`config.mk`:
```
export PLATFORM = sky130hd
export DESIGN_NAME = fpga_exit_reporter
export DESIGN_NICKNAME = d
export VERILOG_FILES = /design/src/rtl/fpga_exit_reporter_pkg.sv /design/src/rtl/fpga_uart_tx.sv /design/src/rtl/fpga_exit_reporter.sv
export SDC_FILE = /design/constraint.sdc
export NUM_CORES = 1
export LEC_CHECK = 0
export CAP_MARGIN = 15
export CORE_ASPECT_RATIO = 1.75
export CORE_MARGIN = 1.5
export CORE_UTILIZATION = 50
export DETAILED_ROUTE_END_ITERATION = 16
export PLACE_DENSITY = 0.72
export SLEW_MARGIN = 10
export SYNTH_ARGS = -nofsm -noshare
export SYNTH_HDL_FRONTEND = slang
export SYNTH_HIERARCHICAL = 1
export SYNTH_SLANG_ARGS = --single-unit
```
`constraint.sdc`:
```
create_clock -name clk_i -period 2.6 [get_ports clk_i]
set_clock_uncertainty 0.05 [all_clocks]
set_input_delay 0.65 -clock clk_i [delete_from_list [all_inputs] [get_ports clk_i]]
set_output_delay 0.65 -clock clk_i [all_outputs]
set_load 0.01 [all_outputs]
```
`src/rtl/fpga_exit_reporter_pkg.sv`:
```
// Shared types and constants for the exit reporter: FSM state enums,
// message length, ASCII constants and the nibble-to-hex-digit helper.
// No ports; imported by fpga_uart_tx and fpga_exit_reporter.
package fpga_exit_reporter_pkg;

  // Top-level sequencing FSM.
  typedef enum logic [1:0] {
    ST_IDLE,
    ST_SEND,
    ST_WAIT_BYTE,
    ST_DONE
  } state_e;

  // Byte transmitter FSM.
  typedef enum logic [1:0] {
    TX_IDLE,
    TX_START,
    TX_DATA,
    TX_STOP
  } tx_state_e;

  localparam int         MSG_LEN  = 15;
  localparam logic [3:0] LAST_IDX = 4'(MSG_LEN - 1);

  localparam logic [7:0] ASCII_E  = 8'h45;
  localparam logic [7:0] ASCII_X  = 8'h58;
  localparam logic [7:0] ASCII_I  = 8'h49;
  localparam logic [7:0] ASCII_T  = 8'h54;
  localparam logic [7:0] ASCII_EQ = 8'h3D;
  localparam logic [7:0] ASCII_CR = 8'h0D;
  localparam logic [7:0] ASCII_LF = 8'h0A;

  // Uppercase hex digit: 0-9 -> '0'..'9', 10-15 -> 'A'..'F'.
  function automatic logic [7:0] hex2ascii(input logic [3:0] nib);
    if (nib < 4'd10) begin
      return 8'h30 + {4'h0, nib};
    end else begin
      return 8'h37 + {4'h0, nib};
    end
  endfunction

endpackage

```
`src/rtl/fpga_uart_tx.sv`:
```
// 8N1 byte transmitter, LSB first, idle high; each bit lasts CLK_DIV cycles.
// Ports: clk_i, rst_ni (sync, active-low), valid_i/data_i/ready_o byte
// handshake, done_o one-cycle pulse near frame end, tx_o registered line.
// Latency: start bit on tx_o the cycle after a valid_i&&ready_o handshake.
// Backpressure: ready_o is high when idle and in the last stop-bit cycle,
// so a byte offered then starts its frame with no idle gap.
module fpga_uart_tx
  import fpga_exit_reporter_pkg::*;
#(
  parameter int CLK_DIV = 130
) (
  input  logic       clk_i,
  input  logic       rst_ni,
  input  logic       valid_i,
  input  logic [7:0] data_i,
  output logic       ready_o,
  output logic       done_o,
  output logic       tx_o
);

  localparam int            CW       = (CLK_DIV > 2) ? $clog2(CLK_DIV) : 1;
  localparam logic [CW-1:0] CNT_LAST = CW'(CLK_DIV - 1);
  localparam logic [CW-1:0] CNT_PEN  = CW'(CLK_DIV - 2);

  tx_state_e     state_q, state_d;
  logic [CW-1:0] cnt_q, cnt_d;
  logic [2:0]    bit_q, bit_d;
  logic [7:0]    shreg_q, shreg_d;
  logic          tx_q, tx_d;

  logic bit_end;
  assign bit_end = (cnt_q == CNT_LAST);

  assign ready_o = (state_q == TX_IDLE) || ((state_q == TX_STOP) && bit_end);
  // Pulses one cycle before the stop bit ends so the sequencer can present
  // the next byte in the stop bit's last cycle (hence CLK_DIV >= 2).
  assign done_o  = (state_q == TX_STOP) && (cnt_q == CNT_PEN);
  assign tx_o    = tx_q;

  always_comb begin
    state_d = state_q;
    cnt_d   = cnt_q;
    bit_d   = bit_q;
    shreg_d = shreg_q;
    tx_d    = tx_q;
    case (state_q)
      TX_IDLE: begin
        if (valid_i) begin
          state_d = TX_START;
          cnt_d   = '0;
          shreg_d = data_i;
          tx_d    = 1'b0;
        end
      end
      TX_START: begin
        if (bit_end) begin
          state_d = TX_DATA;
          cnt_d   = '0;
          bit_d   = 3'd0;
          tx_d    = shreg_q[0];
        end else begin
          cnt_d = cnt_q + 1'b1;
        end
      end
      TX_DATA: begin
        if (bit_end) begin
          cnt_d = '0;
          if (bit_q == 3'd7) begin
            state_d = TX_STOP;
            tx_d    = 1'b1;
          end else begin
            bit_d   = bit_q + 1'b1;
            shreg_d = {1'b0, shreg_q[7:1]};
            tx_d    = shreg_q[1];
          end
        end else begin
          cnt_d = cnt_q + 1'b1;
        end
      end
      TX_STOP: begin
        if (bit_end) begin
          cnt_d = '0;
          if (valid_i) begin
            state_d = TX_START;
            shreg_d = data_i;
            tx_d    = 1'b0;
          end else begin
            state_d = TX_IDLE;
          end
        end else begin
          cnt_d = cnt_q + 1'b1;
        end
      end
      default: begin
        state_d = TX_IDLE;
        tx_d    = 1'b1;
      end
    endcase
  end

  always_ff @(posedge clk_i) begin
    if (!rst_ni) begin
      state_q <= TX_IDLE;
      cnt_q   <= '0;
      bit_q   <= '0;
      shreg_q <= '0;
      tx_q    <= 1'b1;
    end else begin
      state_q <= state_d;
      cnt_q   <= cnt_d;
      bit_q   <= bit_d;
      shreg_q <= shreg_d;
      tx_q    <= tx_d;
    end
  end

endmodule

```
`src/rtl/fpga_exit_reporter.sv`:
```
// Captures the exit value on the first exit_valid rise and sends it once over
// UART as "EXIT=XXXXXXXX\r\n"; drives a pass/fail status LED.
// Ports: clk_i, rst_ni (sync, active-low), exit_valid_i/exit_value_i from the
// system; uart_tx_o, busy_o, done_o (sticky), status_led_o, all registered.
// Latency: start bit and busy_o one cycle after the capture edge; done_o
// 1 + 150*CLK_DIV cycles after it. No backpressure: later events are dropped.
// Option: define FPGA_EXIT_REPORTER_BLINK_EN to blink the LED on failure;
// otherwise a failure leaves the LED off.
module fpga_exit_reporter
  import fpga_exit_reporter_pkg::*;
#(
  parameter int CLK_DIV            = 130,
  parameter int BLINK_COUNT_LENGTH = 24
) (
  input  logic        clk_i,
  input  logic        rst_ni,
  input  logic        exit_valid_i,
  input  logic [31:0] exit_value_i,
  output logic        uart_tx_o,
  output logic        busy_o,
  output logic        done_o,
  output logic        status_led_o
);

  state_e      state_q, state_d;
  logic [3:0]  idx_q, idx_d;
  logic [31:0] value_q, value_d;
  logic        exit_valid_q;
  logic        busy_q, done_q, led_q;
  logic        led_d;

  logic        tx_valid;
  logic        tx_ready;
  logic        tx_done;
  logic [7:0]  tx_char;
  logic        capture_evt;

  // History starts at 0, so a level already high after reset is an event.
  assign capture_evt = exit_valid_i & ~exit_valid_q;

  // Character for the current message index.
  always_comb begin
    tx_char = ASCII_LF;
    case (idx_q)
      4'd0:    tx_char = ASCII_E;
      4'd1:    tx_char = ASCII_X;
      4'd2:    tx_char = ASCII_I;
      4'd3:    tx_char = ASCII_T;
      4'd4:    tx_char = ASCII_EQ;
      4'd5:    tx_char = hex2ascii(value_q[31:28]);
      4'd6:    tx_char = hex2ascii(value_q[27:24]);
      4'd7:    tx_char = hex2ascii(value_q[23:20]);
      4'd8:    tx_char = hex2ascii(value_q[19:16]);
      4'd9:    tx_char = hex2ascii(value_q[15:12]);
      4'd10:   tx_char = hex2ascii(value_q[11:8]);
      4'd11:   tx_char = hex2ascii(value_q[7:4]);
      4'd12:   tx_char = hex2ascii(value_q[3:0]);
      4'd13:   tx_char = ASCII_CR;
      default: tx_char = ASCII_LF;
    endcase
  end

  always_comb begin
    state_d  = state_q;
    idx_d    = idx_q;
    value_d  = value_q;
    tx_valid = 1'b0;
    case (state_q)
      ST_IDLE: begin
        if (capture_evt) begin
          state_d = ST_SEND;
          idx_d   = '0;
          value_d = exit_value_i;
        end
      end
      ST_SEND: begin
        tx_valid = 1'b1;
        if (tx_ready) begin
          state_d = ST_WAIT_BYTE;
        end
      end
      ST_WAIT_BYTE: begin
        // tx_done arrives one cycle before the stop bit ends, so SEND hands
        // over the next character exactly in the stop bit's last cycle.
        if (tx_done) begin
          if (idx_q == LAST_IDX) begin
            state_d = ST_DONE;
          end else begin
            state_d = ST_SEND;
            idx_d   = idx_q + 1'b1;
          end
        end
      end
      ST_DONE: begin
        state_d = ST_DONE;
      end
      default: begin
        state_d = ST_IDLE;
      end
    endcase
  end

`ifdef FPGA_EXIT_REPORTER_BLINK_EN
  logic [BLINK_COUNT_LENGTH-1:0] blink_q;

  always_ff @(posedge clk_i) begin
    if (!rst_ni) begin
      blink_q <= '0;
    end else begin
      blink_q <= blink_q + 1'b1;
    end
  end

  always_comb begin
    led_d = 1'b0;
    if (state_q == ST_DONE) begin
      led_d = (value_q == '0) ? 1'b1 : blink_q[BLINK_COUNT_LENGTH-1];
    end
  end
`else
  always_comb begin
    led_d = (state_q == ST_DONE) && (value_q == '0);
  end
`endif

  // Flags lag the state by one cycle so they line up with the UART line.
  always_ff @(posedge clk_i) begin
    if (!rst_ni) begin
      state_q      <= ST_IDLE;
      idx_q        <= '0;
      value_q      <= '0;
      exit_valid_q <= 1'b0;
      busy_q       <= 1'b0;
      done_q       <= 1'b0;
      led_q        <= 1'b0;
    end else begin
      state_q      <= state_d;
      idx_q        <= idx_d;
      value_q      <= value_d;
      exit_valid_q <= exit_valid_i;
      busy_q       <= (state_q == ST_SEND) || (state_q == ST_WAIT_BYTE);
      done_q       <= (state_q == ST_DONE);
      led_q        <= led_d;
    end
  end

  fpga_uart_tx #(
    .CLK_DIV(CLK_DIV)
  ) u_uart_tx (
    .clk_i  (clk_i),
    .rst_ni (rst_ni),
    .valid_i(tx_valid),
    .data_i (tx_char),
    .ready_o(tx_ready),
    .done_o (tx_done),
    .tx_o   (uart_tx_o)
  );

  assign busy_o       = busy_q;
  assign done_o       = done_q;
  assign status_led_o = led_q;

endmodule
```
======== Yosys cells after proc, flatten, opt, wreduce, memory -nomap -nowiden ========
Index checks and enable logic that the tools add are counted.
W data, S select, Z words.
word-level totals
  flip-flop bits (word level) ............. 64
  input port bits ......................... 35
  output and inout bits ................... 4
cells by class
  add/sub/neg operators ................... 19
  $lt $le $gt $ge ......................... 8
  equality and inequality tests ........... 33
  multiplexer cells ....................... 44
  bitwise operators ....................... 2
  reductions and logical operators ........ 20
operators by type and width
  cell                   count
  $add A6 B4 Y7 const A  16
  $pmux W7 S14           1
  $mux W7                8
  $mux W8                6
  $logic_not A32 Y1      1
  $lt A4 B4 Y1 const B   8
  $eq A4 B4 Y1 const B   7
  $pmux W8 S3            1
  $mux W2                9
  $eq A4 B3 Y1 const B   4
  $eq A8 B8 Y1 const B   2
  $pmux W2 S4            2
  $pmux W8 S2            1
  $mux W4                3
  $ne A2 B2 Y1 const B   6
  $reduce_and A4 Y1      3
  $mux W3                3
  $add A8 B1 Y8 const B  1
  $eq A2 B2 Y1 const B   4
  $eq A4 B2 Y1 const B   2
  $ne A2 B1 Y1 const B   4
  $pmux W4 S2            1
  $mux W1                7
  $pmux W3 S2            1
  other kinds (18)       25

======== Logic depth before layout (Yosys ltp) ========
  depth in word-level cells ............... 6
  gate-level depth with buffers ........... 10
  gate-level depth less buffers ........... 10

======== Cells and area by module ========
The synthesis kept the hierarchy.
by module, submodules not included
  module              instances  cells an instance  area each (um^2)
  fpga_exit_reporter  1          411                2964.1
  fpga_uart_tx        1          138                1315.0

======== Least setup slack after synthesis ========
No wires, ideal clock.
  path kind ............................... register -> register
  from .................................... register u_uart_tx.cnt_q[0]
  to ...................................... register, netlist name state_q[1]
  arrival ................................. 1.963 ns
  data required time ...................... 2.464 ns
  path slack .............................. 0.501 ns
  stages on the path, launching flop included .. 9
  clock period less this slack ............ 2.099 ns
  cell sequence ........................... dfxtp_1 ha_1 nor3b_2 and2_2 a21o_1 inv_1 a221oi_1 a21oi_1 a211oi_1
RTL lines
  element                 RTL line             text
  start, declared         fpga_uart_tx.sv:26   logic [CW-1:0] cnt_q, cnt_d;
  start signal, assigned  fpga_uart_tx.sv:110  cnt_q <= cnt_d;

======== Worst setup path after layout ========
  from .................................... register value_q[0]
  to ...................................... register u_uart_tx.shreg_q[2]
between the ends
  longest elaborated chain between the ends .. 6
  elaborated cells between the ends (all ways) .. 8
  classes of those cells .................. add/sub: 2; order compare: 1; mux: 5
RTL lines
  element                                      RTL line                                text
  start, declared                              fpga_exit_reporter.sv:27                logic [31:0] value_q, value_d;
  start signal, assigned                       fpga_exit_reporter.sv:139               value_q <= value_d;
  $add A6 B4 Y7, or another cell as far along  fpga_exit_reporter_pkg.sv:38            return 8'h37 + {4'h0, nib};
  $mux W7 *                                    fpga_exit_reporter_pkg.sv:35            if (nib < 4'd10) begin
  $pmux W7 S14 *                               fpga_exit_reporter.sv:44                case (idx_q)
  via tx_char[2]                               fpga_exit_reporter.sv:35                logic [7:0] tx_char;
  $mux W8 *                                    fpga_uart_tx.sv:48, fpga_uart_tx.sv:83
  $mux W8                                      fpga_uart_tx.sv:81                      if (bit_end) begin
  $pmux W8 S3 *                                fpga_uart_tx.sv:46                      case (state_q)
  end signal, assigned                         fpga_uart_tx.sv:112                     shreg_q <= shreg_d;
  end, declared                                fpga_uart_tx.sv:28                      logic [7:0] shreg_q, shreg_d;
The timed path passes the listed nets; every way through them passes the cells marked *. The select of a mux whose other input is x is not followed.
A chain may end at the register's enable or synchronous reset.

==> flow_metrics.tcl <==
set metrics [dict create \
    cts.sinks 64 \
    clock_power_share 0.294 \
    clock_path_buffers 2 \
    max-vdd-ir-drop_uv 461 \
    path_cells "inv_1, ha_1, and4b_1, a21oi_1, o22ai_1, nor4_1, nand2_1, mux2i_1, nand3_1, o211a_1" \
    drt_first_pass_iters 5 \
    antenna_cells 0 \
    syn_area_mm2 0.00428 \
    period_needed_ns 2.35 \
    cts_hold_buf 0 \
    slowest_stage "dfxtp_1" \
    gr-total-overflow 0 \
    nets 652 \
    cap_violations 0 \
    syn_inst 549 \
    die_y_um 125 \
    post_cts_buffers 0 \
    yosys_warnings 6 \
    wl_um 10800 \
    die_w_um 72.9 \
    drive_gt1_frac 0.0718 \
    path_clk_slew_ns 0.05 \
    grt_use_total 0.249 \
    grt_pass1_wl_um 17800 \
    detail-route-antenna-nets 0 \
    setup_viol 0 \
    seq_area_frac_synth 0.299 \
    r2r_cells 10 \
    async_reset_ff_frac 0 \
    powerDensity_mw_per_mm2 836 \
    wl_per_cell_um 15.4 \
    synth_top_area_frac 0.299 \
    numCtsBuffers 9 \
    start_util 0.515 \
    drtIter0Drc 204 \
    drv_slew 0 \
    ys_ff_latch 64 \
    route.detailed.drc 0 \
    cp.depth 10 \
    cts-root-buf "clkbuf_16" \
    fmax_ghz 0.426 \
    row_count 44 \
    path_buf_inv 1 \
    tightest_slew_ns 0.628 \
    die_area_mm2 0.00914 \
    post_cts.resized_instances 0 \
    avgSynthCellArea_um2 7.79 \
    outcome "complete, no violations" \
    wl_met3_um 350 \
    num_vias 4012 \
    final_hold_viol_count 0 \
    cp_max_fo 3 \
    slew_headroom 0.578 \
    met2WireLength_um 5700 \
    syn_to_final_growth_pct 18.2 \
    arrival_ns 2.52 \
    crit_path_end_kind "flip-flop" \
    io_buffers 38 \
    ys.flop_type "dfxtp_1" \
    cts_tree "done" \
    htree_levels 3 \
    synth-edff-count 0 \
    p_sw_frac 0.367 \
    dp_hpwl_um 8170 \
    core_mm2 0.00831 \
    grt_pass1_vias 3865 \
    top_layer_used "met4" \
    hold_class "flip-flop to flip-flop" \
    viasPerCell 5.73 \
    synth_nets 620 \
    yosysTopAreaCell "dfxtp_1" \
    hold-path-cell-count 2 \
    synth.distinct_cells 68 \
    finalSetupTns_ns 0 \
    rsz0062_at_grt "no" \
    crit_type "flip-flop to flip-flop" \
    final_common_cell "nand2_1" \
    worst-endpoint-required_ns 2.77 \
    gp_congestion 0.952 \
    combPwrFrac 0.381 \
    grt_max_degree 34 \
    m1WireLength_um 4050 \
    layout_common_cells "nand2_1, dfxtp_1, a21oi_1, clkdlybuf4s50_1, ha_1" \
    worstSetupStartpointType "flip-flop" \
    path_delay_family "simple AND/OR/NAND/NOR gates" \
    utilization 0.608 \
    p_leak_nw 1.88 \
    period_share 0.902 \
    clock_latency_ns 0.33 \
    synth_area_leaders "dfxtp_1, ha_1, nand2_1" \
    p_sw_mw 1.55 \
    seqPwrFrac 0.325 \
    ios 39 \
    critPathMaxStageDelay_ns 0.44 \
    intPower_mw 2.68 \
    antenna_found_initial 0 \
]
-- power groups by stage --
stage               Combinational [mW]  Clock (mW)  Sequential, mW
CTS                               1.60        1.27            1.37
global route                      1.80        1.32            1.40
detailed placement                1.58           0            1.39
floorplan                         1.26           0            1.31
finish                            1.61        1.25            1.37
global placement                  1.55           0            1.38
-- registers in the layout (all words and copies together), names as in the netlist, 2 cells and up --
register,cells
u_uart_tx/cnt_q,8
value_q,32
u_uart_tx/bit_q,3
state_q,2
u_uart_tx/state_q,2
u_uart_tx/shreg_q,8
idx_q,4
-- Yosys cell counts, types with 2 or more instances --
cell,number
a21oi_1,58
nor2b_1,10
inv_1,31
a31oi_1,2
nand2_1,108
nor3_1,11
o22ai_1,11
and2_1,3
o31ai_1,3
o21a_1,2
o21ai_0,19
ha_1,36
buf_2,13
a211o_1,2
nand4_1,9
clkbuf_1,14
nor4b_1,5
xnor2_1,13
a211oi_1,8
a32o_1,2
o211a_1,7
o211ai_1,2
and4b_1,7
a21o_1,2
xor2_1,4
nor2_1,24
nand3_1,18
mux2i_1,9
nand4b_1,2
nor4_1,10
dfxtp_1,64
nand2b_1,4
-- layout make-up --
cell class	instances	area [um^2]
Fill cell	743	3260
Multi-Input combinational cell	422	2720
Sequential cell	64	1280
Timing Repair Buffer	52	485
Clock buffer	11	233
Tap cell	115	144
Inverter	32	120
Clock inverter	4	70.1
-- final timing paths --
check / from / endpoint / slack (ns)
max reg2reg: value_q[0] / u_uart_tx/shreg_q[2] / 0.25
min: value_q[4] / value_q[4] / 0.41
min reg2reg: value_q[4] / value_q[4] / 0.41
max: value_q[0] / u_uart_tx/shreg_q[2] / 0.25
-- metrics by stage --
step	setup slack (ns)	power (mW)	hold WS (ns)	area (um^2)	instances
2_1_floorplan	0.501	2.57	0.384	4280	549
3_3_place_gp	0.339	2.92	0.398	4750	685
3_5_place_dp	0.321	2.97	0.399	4750	685
4_1_cts	0.287	4.24	0.407	5060	700
5_1_grt	0.154	4.52	0.423	5060	700
6_report	0.254	4.23	0.406	5060	700
-- kinds of logic after synthesis --
group	synth area share
XOR/XNOR	0.0348
AND/OR/NAND/NOR	0.263
adder cells (fa/ha/maj)	0.105
buffers and inverters	0.0646
flip-flops	0.299
other	0.000876
multiplexers	0.0211
AO/OA/AOI/OAI	0.211
-- tightest hold or removal path, cell delays in order, from the launching register on --
cell     delay [ns]
dfxtp_1        0.31
nand2_1        0.05
a21oi_1        0.05
-- layer usage --
layer	track usage	vias up
met4	0.171	0
li1	-	1997
met1	0.254	1873
met2	0.443	100
met5	0	-
met3	0.0419	42
No activity file was read; power rests on OpenSTA's default activity.
